## src/rtl/vdp_pkg.sv

```systemverilog
// Shared video-pipeline definitions: frame geometry, pixel word and fill-engine states.
package vdp_pkg;

    localparam int H_RES   = 256;
    localparam int V_RES   = 256;
    localparam int ADDR_W  = 16;
    localparam int PIXEL_W = 24;

    typedef logic [PIXEL_W-1:0] pixel_t;

    typedef enum logic [1:0] {
        IDLE,
        FILL,
        DONE
    } fill_state_t;

endpackage

```

## src/rtl/vram_fill_if.sv

```systemverilog
// Fill-command handshake plus the VRAM write port; slave is the engine, master the command source / RAM side.
interface vram_fill_if;
    import vdp_pkg::*;

    logic              cmd_valid;
    logic              cmd_ready;
    logic [7:0]        cmd_x;
    logic [7:0]        cmd_y;
    logic [8:0]        cmd_w;
    logic [8:0]        cmd_h;
    pixel_t            cmd_color;
    logic              busy;
    logic              done;
    logic [ADDR_W-1:0] vram_wadr;
    logic              vram_we;
    pixel_t            vram_d;

    modport master (
        output cmd_valid, cmd_x, cmd_y, cmd_w, cmd_h, cmd_color,
        input  cmd_ready, busy, done, vram_wadr, vram_we, vram_d
    );

    modport slave (
        input  cmd_valid, cmd_x, cmd_y, cmd_w, cmd_h, cmd_color,
        output cmd_ready, busy, done, vram_wadr, vram_we, vram_d
    );

endinterface

```

## src/rtl/vram_fill.sv

```systemverilog
// Rectangle-fill engine: clips one command to the frame and writes its colour one pixel per clock in raster order.
// First write the cycle after acceptance, done the cycle after the last write; commands are only taken while idle.
module vram_fill
    import vdp_pkg::*;
(
    input  logic       CLOCK_50,
    input  logic       reset,
    vram_fill_if.slave bus
);

    localparam logic [8:0] H_LIM = 9'(H_RES);
    localparam logic [8:0] V_LIM = 9'(V_RES);

    fill_state_t state_q, state_d;
    logic [8:0]  cx_q, cx_d;
    logic [8:0]  cy_q, cy_d;
    logic [8:0]  x0_q, x0_d;
    logic [8:0]  x_end_q, x_end_d;
    logic [8:0]  y_end_q, y_end_d;
    pixel_t      color_q, color_d;

    logic [8:0]  x_sum, y_sum, x_clip, y_clip;
    logic [8:0]  cx_inc, cy_inc;
    logic        accept, empty, last_col, last_row;

    // Cursor is 9 bits wide so column 255+1 reaches 256 and compares against x_end
    // instead of wrapping back to column 0 of the same line.
    always_comb begin
        x_sum    = {1'b0, bus.cmd_x} + bus.cmd_w;
        y_sum    = {1'b0, bus.cmd_y} + bus.cmd_h;
        x_clip   = (x_sum > H_LIM) ? H_LIM : x_sum;
        y_clip   = (y_sum > V_LIM) ? V_LIM : y_sum;
        cx_inc   = cx_q + 9'd1;
        cy_inc   = cy_q + 9'd1;
        last_col = (cx_inc == x_end_q);
        last_row = (cy_inc == y_end_q);
        accept   = (state_q == IDLE) && bus.cmd_valid;
        empty    = (bus.cmd_w == 9'd0) || (bus.cmd_h == 9'd0);
    end

    always_comb begin
        state_d = state_q;
        cx_d    = cx_q;
        cy_d    = cy_q;
        x0_d    = x0_q;
        x_end_d = x_end_q;
        y_end_d = y_end_q;
        color_d = color_q;

        case (state_q)
            IDLE: begin
                if (accept) begin
                    x0_d    = {1'b0, bus.cmd_x};
                    cx_d    = {1'b0, bus.cmd_x};
                    cy_d    = {1'b0, bus.cmd_y};
                    x_end_d = x_clip;
                    y_end_d = y_clip;
                    color_d = bus.cmd_color;
                    state_d = empty ? DONE : FILL;
                end
            end
            FILL: begin
                if (last_col) begin
                    cx_d = x0_q;
                    cy_d = cy_inc;
                    if (last_row) begin
                        state_d = DONE;
                    end
                end else begin
                    cx_d = cx_inc;
                end
            end
            DONE: begin
                state_d = IDLE;
            end
            default: begin
                state_d = IDLE;
            end
        endcase
    end

    always_ff @(posedge CLOCK_50) begin
        if (reset) begin
            state_q <= IDLE;
            cx_q    <= '0;
            cy_q    <= '0;
            x0_q    <= '0;
            x_end_q <= '0;
            y_end_q <= '0;
            color_q <= '0;
        end else begin
            state_q <= state_d;
            cx_q    <= cx_d;
            cy_q    <= cy_d;
            x0_q    <= x0_d;
            x_end_q <= x_end_d;
            y_end_q <= y_end_d;
            color_q <= color_d;
        end
    end

    assign bus.cmd_ready = (state_q == IDLE);
    assign bus.busy      = (state_q == FILL);
    assign bus.done      = (state_q == DONE);
    assign bus.vram_we   = (state_q == FILL);
    assign bus.vram_wadr = {cy_q[7:0], cx_q[7:0]};
    assign bus.vram_d    = color_q;

endmodule

```

## src/flat_wrapper.sv

```systemverilog
// flat-port wrapper written by rule: the top's interface ports become plain ports
module vram_fill_flat import vdp_pkg::*;
  (CLOCK_50, reset, bus_cmd_valid, bus_cmd_x, bus_cmd_y, bus_cmd_w, bus_cmd_h, bus_cmd_color, bus_cmd_ready, bus_busy, bus_done, bus_vram_wadr, bus_vram_we, bus_vram_d);
  vram_fill_if bus_i ();
  input  logic CLOCK_50;
  input  logic reset;
  input wire logic [$bits(bus_i.cmd_valid)-1:0] bus_cmd_valid;
  input wire logic [$bits(bus_i.cmd_x)-1:0] bus_cmd_x;
  input wire logic [$bits(bus_i.cmd_y)-1:0] bus_cmd_y;
  input wire logic [$bits(bus_i.cmd_w)-1:0] bus_cmd_w;
  input wire logic [$bits(bus_i.cmd_h)-1:0] bus_cmd_h;
  input wire logic [$bits(bus_i.cmd_color)-1:0] bus_cmd_color;
  output wire logic [$bits(bus_i.cmd_ready)-1:0] bus_cmd_ready;
  output wire logic [$bits(bus_i.busy)-1:0] bus_busy;
  output wire logic [$bits(bus_i.done)-1:0] bus_done;
  output wire logic [$bits(bus_i.vram_wadr)-1:0] bus_vram_wadr;
  output wire logic [$bits(bus_i.vram_we)-1:0] bus_vram_we;
  output wire logic [$bits(bus_i.vram_d)-1:0] bus_vram_d;
  assign bus_i.cmd_valid = bus_cmd_valid;
  assign bus_i.cmd_x = bus_cmd_x;
  assign bus_i.cmd_y = bus_cmd_y;
  assign bus_i.cmd_w = bus_cmd_w;
  assign bus_i.cmd_h = bus_cmd_h;
  assign bus_i.cmd_color = bus_cmd_color;
  assign bus_cmd_ready = bus_i.cmd_ready;
  assign bus_busy = bus_i.busy;
  assign bus_done = bus_i.done;
  assign bus_vram_wadr = bus_i.vram_wadr;
  assign bus_vram_we = bus_i.vram_we;
  assign bus_vram_d = bus_i.vram_d;
  vram_fill u_core (.CLOCK_50(CLOCK_50), .reset(reset), .bus(bus_i));
endmodule
```

## config.mk

```make
export PLATFORM = sky130hd
export DESIGN_NAME = vram_fill_flat
export DESIGN_NICKNAME = d
export VERILOG_FILES = /design/src/rtl/vdp_pkg.sv /design/src/rtl/vram_fill_if.sv /design/src/rtl/vram_fill.sv /design/src/flat_wrapper.sv
export SDC_FILE = /design/constraint.sdc
export NUM_CORES = 1
export LEC_CHECK = 0
export BUFFER_PORTS_ARGS = -buffer_cell sky130_fd_sc_hd__buf_4
export CORE_UTILIZATION = 25
export CTS_CLUSTER_DIAMETER = 40
export DETAILED_ROUTE_END_ITERATION = 12
export PLACE_DENSITY_LB_ADDON = 0.05
export SLEW_MARGIN = 10
export SYNTH_ARGS = -nofsm -noshare
export SYNTH_HDL_FRONTEND = slang
export SYNTH_SLANG_ARGS = --single-unit
```

## constraint.sdc

```tcl
create_clock -name CLOCK_50 -period 2.29 [get_ports CLOCK_50]
set_input_delay 0.458 -clock CLOCK_50 [delete_from_list [all_inputs] [get_ports CLOCK_50]]
set_output_delay 0.458 -clock CLOCK_50 [all_outputs]
set_load 0.1 [all_outputs]
```

==> impl_metrics.toml, run 1 <==
[power_and_ir_drop]
p_per_area_nw_per_um2 = 1130
power_leakage_uw = 0.00250
ir_drop_uv = 530

[cells_and_area]
drive_gt1_frac = 0.291
fin_util = 0.353
num_antenna_cells = 0
fin_cells = 900
nets = 756
area_growth_pct = 36.2

[logic_synthesis]
ys_warn_count = 0
ys_seq_area_frac = 0.322
yosysUniqueCellTypes = 67
synth_top_cell_area_share = 0.322
ys_top_cells_by_area = "dfxtp_1 (32%), nand2_1 (10%), a21oi_1 (7.2%), ha_1 (5.2%), xnor2_1 (4.6%)"
synth.cell_area_um2 = 4360
synth_edf_count = 0
synth_seq_cells = 70
yosys_most_used_dff = "dfxtp_1"
async_reset_ff_frac = 0
synth.most_common_cell = "nand2_1"
syn_nets = 639
yosysTopAreaCell = "dfxtp_1"
syn_avg_cell_area_um2 = 7.81
netlist_instances = 558
ys_top_cells_by_count = "nand2_1 (116), dfxtp_1 (70), a21oi_1 (63)"

[drt]
vias = 4292
ant_nets = 0
drc = 0
routed_wl_um = 14200
vias_per_cell = 4.77
dr.pass1.iters = 4
drtIter0Drc = 229
routedWlPerCell_um = 15.8

[clock_network]
cts_max_path_buffers = 2
cts_made_buffers = 9
clock_sinks = 70
cts_hold_buffers = 0
clk_pin_slew_ns = 0.06
cts_tree = "done"
cts.htree.levels = 3
cts-root-buf = "clkbuf_16"
clk_latency_ns = 0.33

[floorplan]
core_um2 = 16800
die_area_um2 = 18000
fp.dieW_um = 134
start_util = 0.259
fp.dieH_um = 134
io_pins = 105
placement_rows = 47

[global_route]
grt_antenna_before_repair = 0
overflow = 0
grt_max_degree = 41
grt_pass1_wl_um = 23000
grt_pass1_vias = 4233
grt.total_usage = 0.164

[setup_path]
required_ns = 2.52
crit_fanout = 6
cp_top_family = "compound AO/OA/AOI/OAI gates"
max_stage_delay_ns = 0.44
path_cells = "ha_4 -> nand3_4 -> or4_4 -> a31oi_4 -> o2111ai_4 -> buf_6 -> o31a_1 -> o21a_1"
worstSetupStartpointType = "register"
arrival_ns = 2.49
cp-end-kind = "register"
slowest_stage = "or4_4"
critPathKind = "reg -> reg"
path_buf_inv = 1

[timing]
finalSetupViolCount = 0
period_needed_ns = 2.26
fmax_mhz = 442
finalHoldViolCount = 0
finClkSkew_ns = 0.00718
maxSlewViolCount = 0
slew_headroom = 0.607
tightest_slew_ns = 0.582
rsz0062_at_grt = "true"
post-route-period-util = 0.988

[status]
status = "finished clean"

[placement]
port_buffers = 104
placed_cells = 878
dp_hpwl_um = 11000
gp_congestion = 0.822

[flow_run]
cap_violations = 0

[min_path]
min_path_type = "in -> reg"
[cell type report]
class / instances / area [µm²]
Fill cell: 1811 / 10900
Tap cell: 220 / 275
Sequential cell: 70 / 1410
Clock inverter: 5 / 50.0
Clock buffer: 11 / 233
Multi-Input combinational cell: 422 / 2690
Timing Repair Buffer: 157 / 1230
Inverter: 15 / 56.3
[power by group]
part / leakage (µW) / internal (µW) / total [µW] / switching, µW
registers: 0.000573 / 1440 / 1640 / 206
logic: 0.00178 / 1170 / 3660 / 2490
clock network: 0.000143 / 837 / 1380 / 541
total: 0.00250 / 3450 / 6680 / 3230
[stage by stage]
step / setup slack, ns / hold slack (ns) / instance area [µm²] / setup TNS (ns) / total power (µW)
CTS: 0.0122 / 0.350 / 5880 / 0 / 6690
global route: -0.0379 / 0.368 / 5930 / -0.125 / 7060
global placement: -0.118 / 0.443 / 5550 / -0.661 / 5200
finish: 0.0285 / 0.371 / 5930 / 0 / 6680
floorplan: -0.219 / 0.436 / 4370 / -2.70 / 4250
detailed placement: -0.179 / 0.449 / 5550 / -1.23 / 5200
[worst reg2reg max path: stages (launching register included)]
cell and delay [ns]:
dfxtp_2 0.35, ha_4 0.15, nand3_4 0.09, or4_4 0.44
a31oi_4 0.24, o2111ai_4 0.22, buf_6 0.21, o31a_1 0.29
o21a_1 0.17
[flip-flops by register name (all words and copies together), names as in the netlist]
name,count
u_core.cx_q,9
u_core.y_end_q,9
u_core.x_end_q,9
u_core.x0_q,8
u_core.cy_q,9
u_core.bus.vram_d,24
u_core.state_q,2
[timing repair]
| action | 4_1_cts | 5_1_grt |
|---|---|---|
| gates resized for setup | 7 | 10 |
| setup buffers | 3 | 3 |
| pin swaps | 3 | 4 |
| gates cloned | 0 | 0 |
| endpoints found under the setup margin | 7 | 17 |
[cell families (layout without fill, tap and decap cells)]
logic type / count (synthesis) / after routing / share of synthesized area
fa+ha+maj: 20 / 20 / 0.0609
compound gates: 154 / 154 / 0.236
mux: 5 / 5 / 0.0118
simple gates: 205 / 205 / 0.218
buf+inv: 66 / 188 / 0.0756
xor+xnor: 38 / 38 / 0.0764
flops: 70 / 70 / 0.322
[cell usage in the layout, fill, tap and decap left out, types with 3 or more instances in the layout]
cell         n
nor3_1       8
buf_6        3
o311ai_0     3
buf_4      151
nor4_1       5
o221a_2      3
xor2_1      15
o21ai_0     23
a31oi_1      5
nor2b_1      5
clkbuf_16    9
inv_1       15
xnor2_1     22
a32o_1       4
a21o_1       4
a31o_2       3
and3_1       3
a211oi_1     3
o22ai_1      3
buf_12       3
a21oi_1     63
nand3_1     17
nor2_1      21
o21a_1       9
dfxtp_2      3
clkinv_2     4
o2bb2ai_1    3
or3_1        6
ha_1        17
nand4_1      5
mux2i_1      4
dfxtp_1     67
nand2_1    115
[final timing paths]
kind	from	endpoint	slack [ns]	depth (start not counted)
hold reg to reg	u_core.bus.vram_d[17]	u_core.bus.vram_d[17]	0.45	2
hold / removal	bus_cmd_color[23]	u_core.bus.vram_d[23]	0.37	3
setup reg to reg	u_core.cx_q[0]	u_core.cy_q[7]	0.03	8
setup / recovery	u_core.cx_q[0]	u_core.cy_q[7]	0.03	8
[layer usage]
layer,up-vias,GRT usage,share of wire
met5,-,0,0
met4,0,0.0455,0.013
met3,15,0.0476,0.062
met2,103,0.240,0.42
met1,1984,0.233,0.51
li1,2190,-,-
No activity file was read; power rests on OpenSTA's default activity.
==> run 2: changes to the inputs <==
--- a/config.mk
+++ b/config.mk
@@ -9,8 +9,9 @@
 export CORE_UTILIZATION = 25
 export CTS_CLUSTER_DIAMETER = 40
 export DETAILED_ROUTE_END_ITERATION = 12
-export PLACE_DENSITY_LB_ADDON = 0.05
+export PLACE_DENSITY = 0.54
 export SLEW_MARGIN = 10
 export SYNTH_ARGS = -nofsm -noshare
 export SYNTH_HDL_FRONTEND = slang
 export SYNTH_SLANG_ARGS = --single-unit
+export TNS_END_PERCENT = 1
==> run 2 against run 1 <==
  * The flow now finishes with violations (negative setup slack)
  * Cell count down 1.6%
  * Hold slack got worse by 0.0066 ns
  * Maximum frequency is 1.5% lower
  * Largest cell class unchanged
  * Clock-buffer cell count fell by 1
  * Flip-flop and latch count stayed put
  * First-iteration DRC count fell by 24%
  * Register-to-register slack lost 0.03 ns
  * Total power fell by 3.1%
  * Via count decreased by 2.3%
  * Combinational power decreased by 5%
==> impl_metrics.toml, run 2 (synthesized netlist as in run 1, its figures left out) <==
[timing]
period_needed_ns = 2.30
post-route-period-util = 1.00
tightest_slew_ns = 0.700
finalHoldWorstSlack_ns = 0.365
finalHoldViolCount = 0
slew_headroom = 0.534
finClkSkew_ns = 0.00548
fin_ws_ns = -0.00591
maxSlewViolCount = 0
finalSetupViolCount = 1
fin_tns_setup_ns = -0.00591
rsz0062_at_grt = "true"
fmax_mhz = 436

[global_route]
grt_pass1_vias = 3913
overflow = 0
grt_antenna_before_repair = 0
grt_max_degree = 35
grt.total_usage = 0.149
grt_pass1_wl_um = 21100

[min_path]
min_path_type = "in -> reg"

[clock_network]
clock_sinks = 70
cts_tree = "done"
clk_pin_slew_ns = 0.06
cts.htree.levels = 3
cts_max_path_buffers = 2
clk_latency_ns = 0.34
cts_hold_buffers = 0
cts_made_buffers = 9
cts-root-buf = "clkbuf_16"

[flow_run]
cap_violations = 0

[floorplan]
start_util = 0.259
die_area_um2 = 18000
core_um2 = 16800
fp.dieH_um = 134
placement_rows = 47
io_pins = 105
fp.dieW_um = 134

[drt]
vias_per_cell = 4.73
vias = 4195
dr.pass1.iters = 4
ant_nets = 0
routedWlPerCell_um = 14.9
drtIter0Drc = 173
routed_wl_um = 13200
drc = 0

[cells_and_area]
num_antenna_cells = 0
area_growth_pct = 32.3
final_cell_mix = "buf_4 (142), nand2_1 (115), dfxtp_1 (70)"
layout.cells.most_common = "buf_4"
largest_reg_flops = 24
nets = 742
drive_gt1_frac = 0.273

[placement]
gp_congestion = 0.812
dp_hpwl_um = 10100
port_buffers = 104
dp_slack_ns = -0.0505

[setup_path]
max_stage_delay_ns = 0.45
arrival_ns = 2.53
path_cells = "ha_2 -> nand3_4 -> or4_4 -> a31oi_4 -> o2111ai_4 -> buf_4 -> o31a_1 -> o21a_1"
path_buf_inv = 1
worstSetupStartpointType = "register"
critPathKind = "reg -> reg"
slowest_stage = "or4_4"
crit_fanout = 8
cp_top_family = "compound AO/OA/AOI/OAI gates"
required_ns = 2.53
cp-end-kind = "register"

[status]
status = "complete, but fails checks"
violations = "negative setup slack"

[power_and_ir_drop]
p_per_area_nw_per_um2 = 1120
power_leakage_uw = 0.00239
ir_drop_uv = 702
-- run 2: changes by cell type in the layout (fill, tap and decap cells not counted), sizes merged --
cell,before,now
bufinv,1,0
buf,157,143
clkinv,4,1
clkinvlp,0,3
inv,15,17
clkbuf,11,10
-- run 2: timing repair --
item / CTS / global route
pin swaps: 0 / 4
buffers inserted: 0 / 1
resized for setup: 1 / 10
endpoints found under the setup margin: 3 / 19
-- run 2: cell type report --
class / instances / area (µm²)
clock buffer: 10 / 239
inverter: 15 / 56.3
timing repair buffer: 143 / 1090
multi-input combinational: 422 / 2660
sequential: 70 / 1400
fill: 1828 / 11100
tap: 220 / 275
clock inverter: 6 / 45.0
-- run 2: power by group --
| group | internal (µW) | switching [µW] | total [µW] |
|---|---|---|---|
| sequential | 1430 | 181 | 1610 |
| combinational | 1070 | 2430 | 3490 |
| clock | 769 | 591 | 1360 |
-- run 2: through the flow --
stage          utilization  total power [µW]  instance area (µm²)  instances
6_report             0.343              6470                 5760        886
3_5_place_dp         0.324              5110                 5440        869
3_3_place_gp         0.324              5120                 5440        869
4_1_cts              0.341              6480                 5730        885
2_1_floorplan            -              4240                 4360        558
5_1_grt              0.343              6830                 5760        886
-- run 2: worst paths after layout --
path / from / end / slack (ns) / cells after the start
worst max-delay path: u_core.cx_q[0] / u_core.cy_q[7] / -0.006 / 8
worst min-delay path: bus_cmd_color[1] / u_core.bus.vram_d[1] / 0.36 / 3
worst max register to register: u_core.cx_q[0] / u_core.cy_q[7] / -0.006 / 8
worst min register to register: u_core.bus.vram_d[5] / u_core.bus.vram_d[5] / 0.45 / 2
-- run 2: worst reg2reg max path: cells and delay by family (launching register included) --
family | cells | cell delay [ns]
fa+ha+maj | 1 | 0.21
buf+inv | 1 | 0.21
compound gates | 4 | 0.91
flops | 1 | 0.34
simple gates | 2 | 0.52
-- run 2: metal layers --
layer	GRT usage	vias up	part of all wire
met2	0.228	106	0.44
li1	-	2164	-
met5	0	-	0
met1	0.202	1911	0.48
met4	0.0455	0	0.013
met3	0.0397	14	0.061
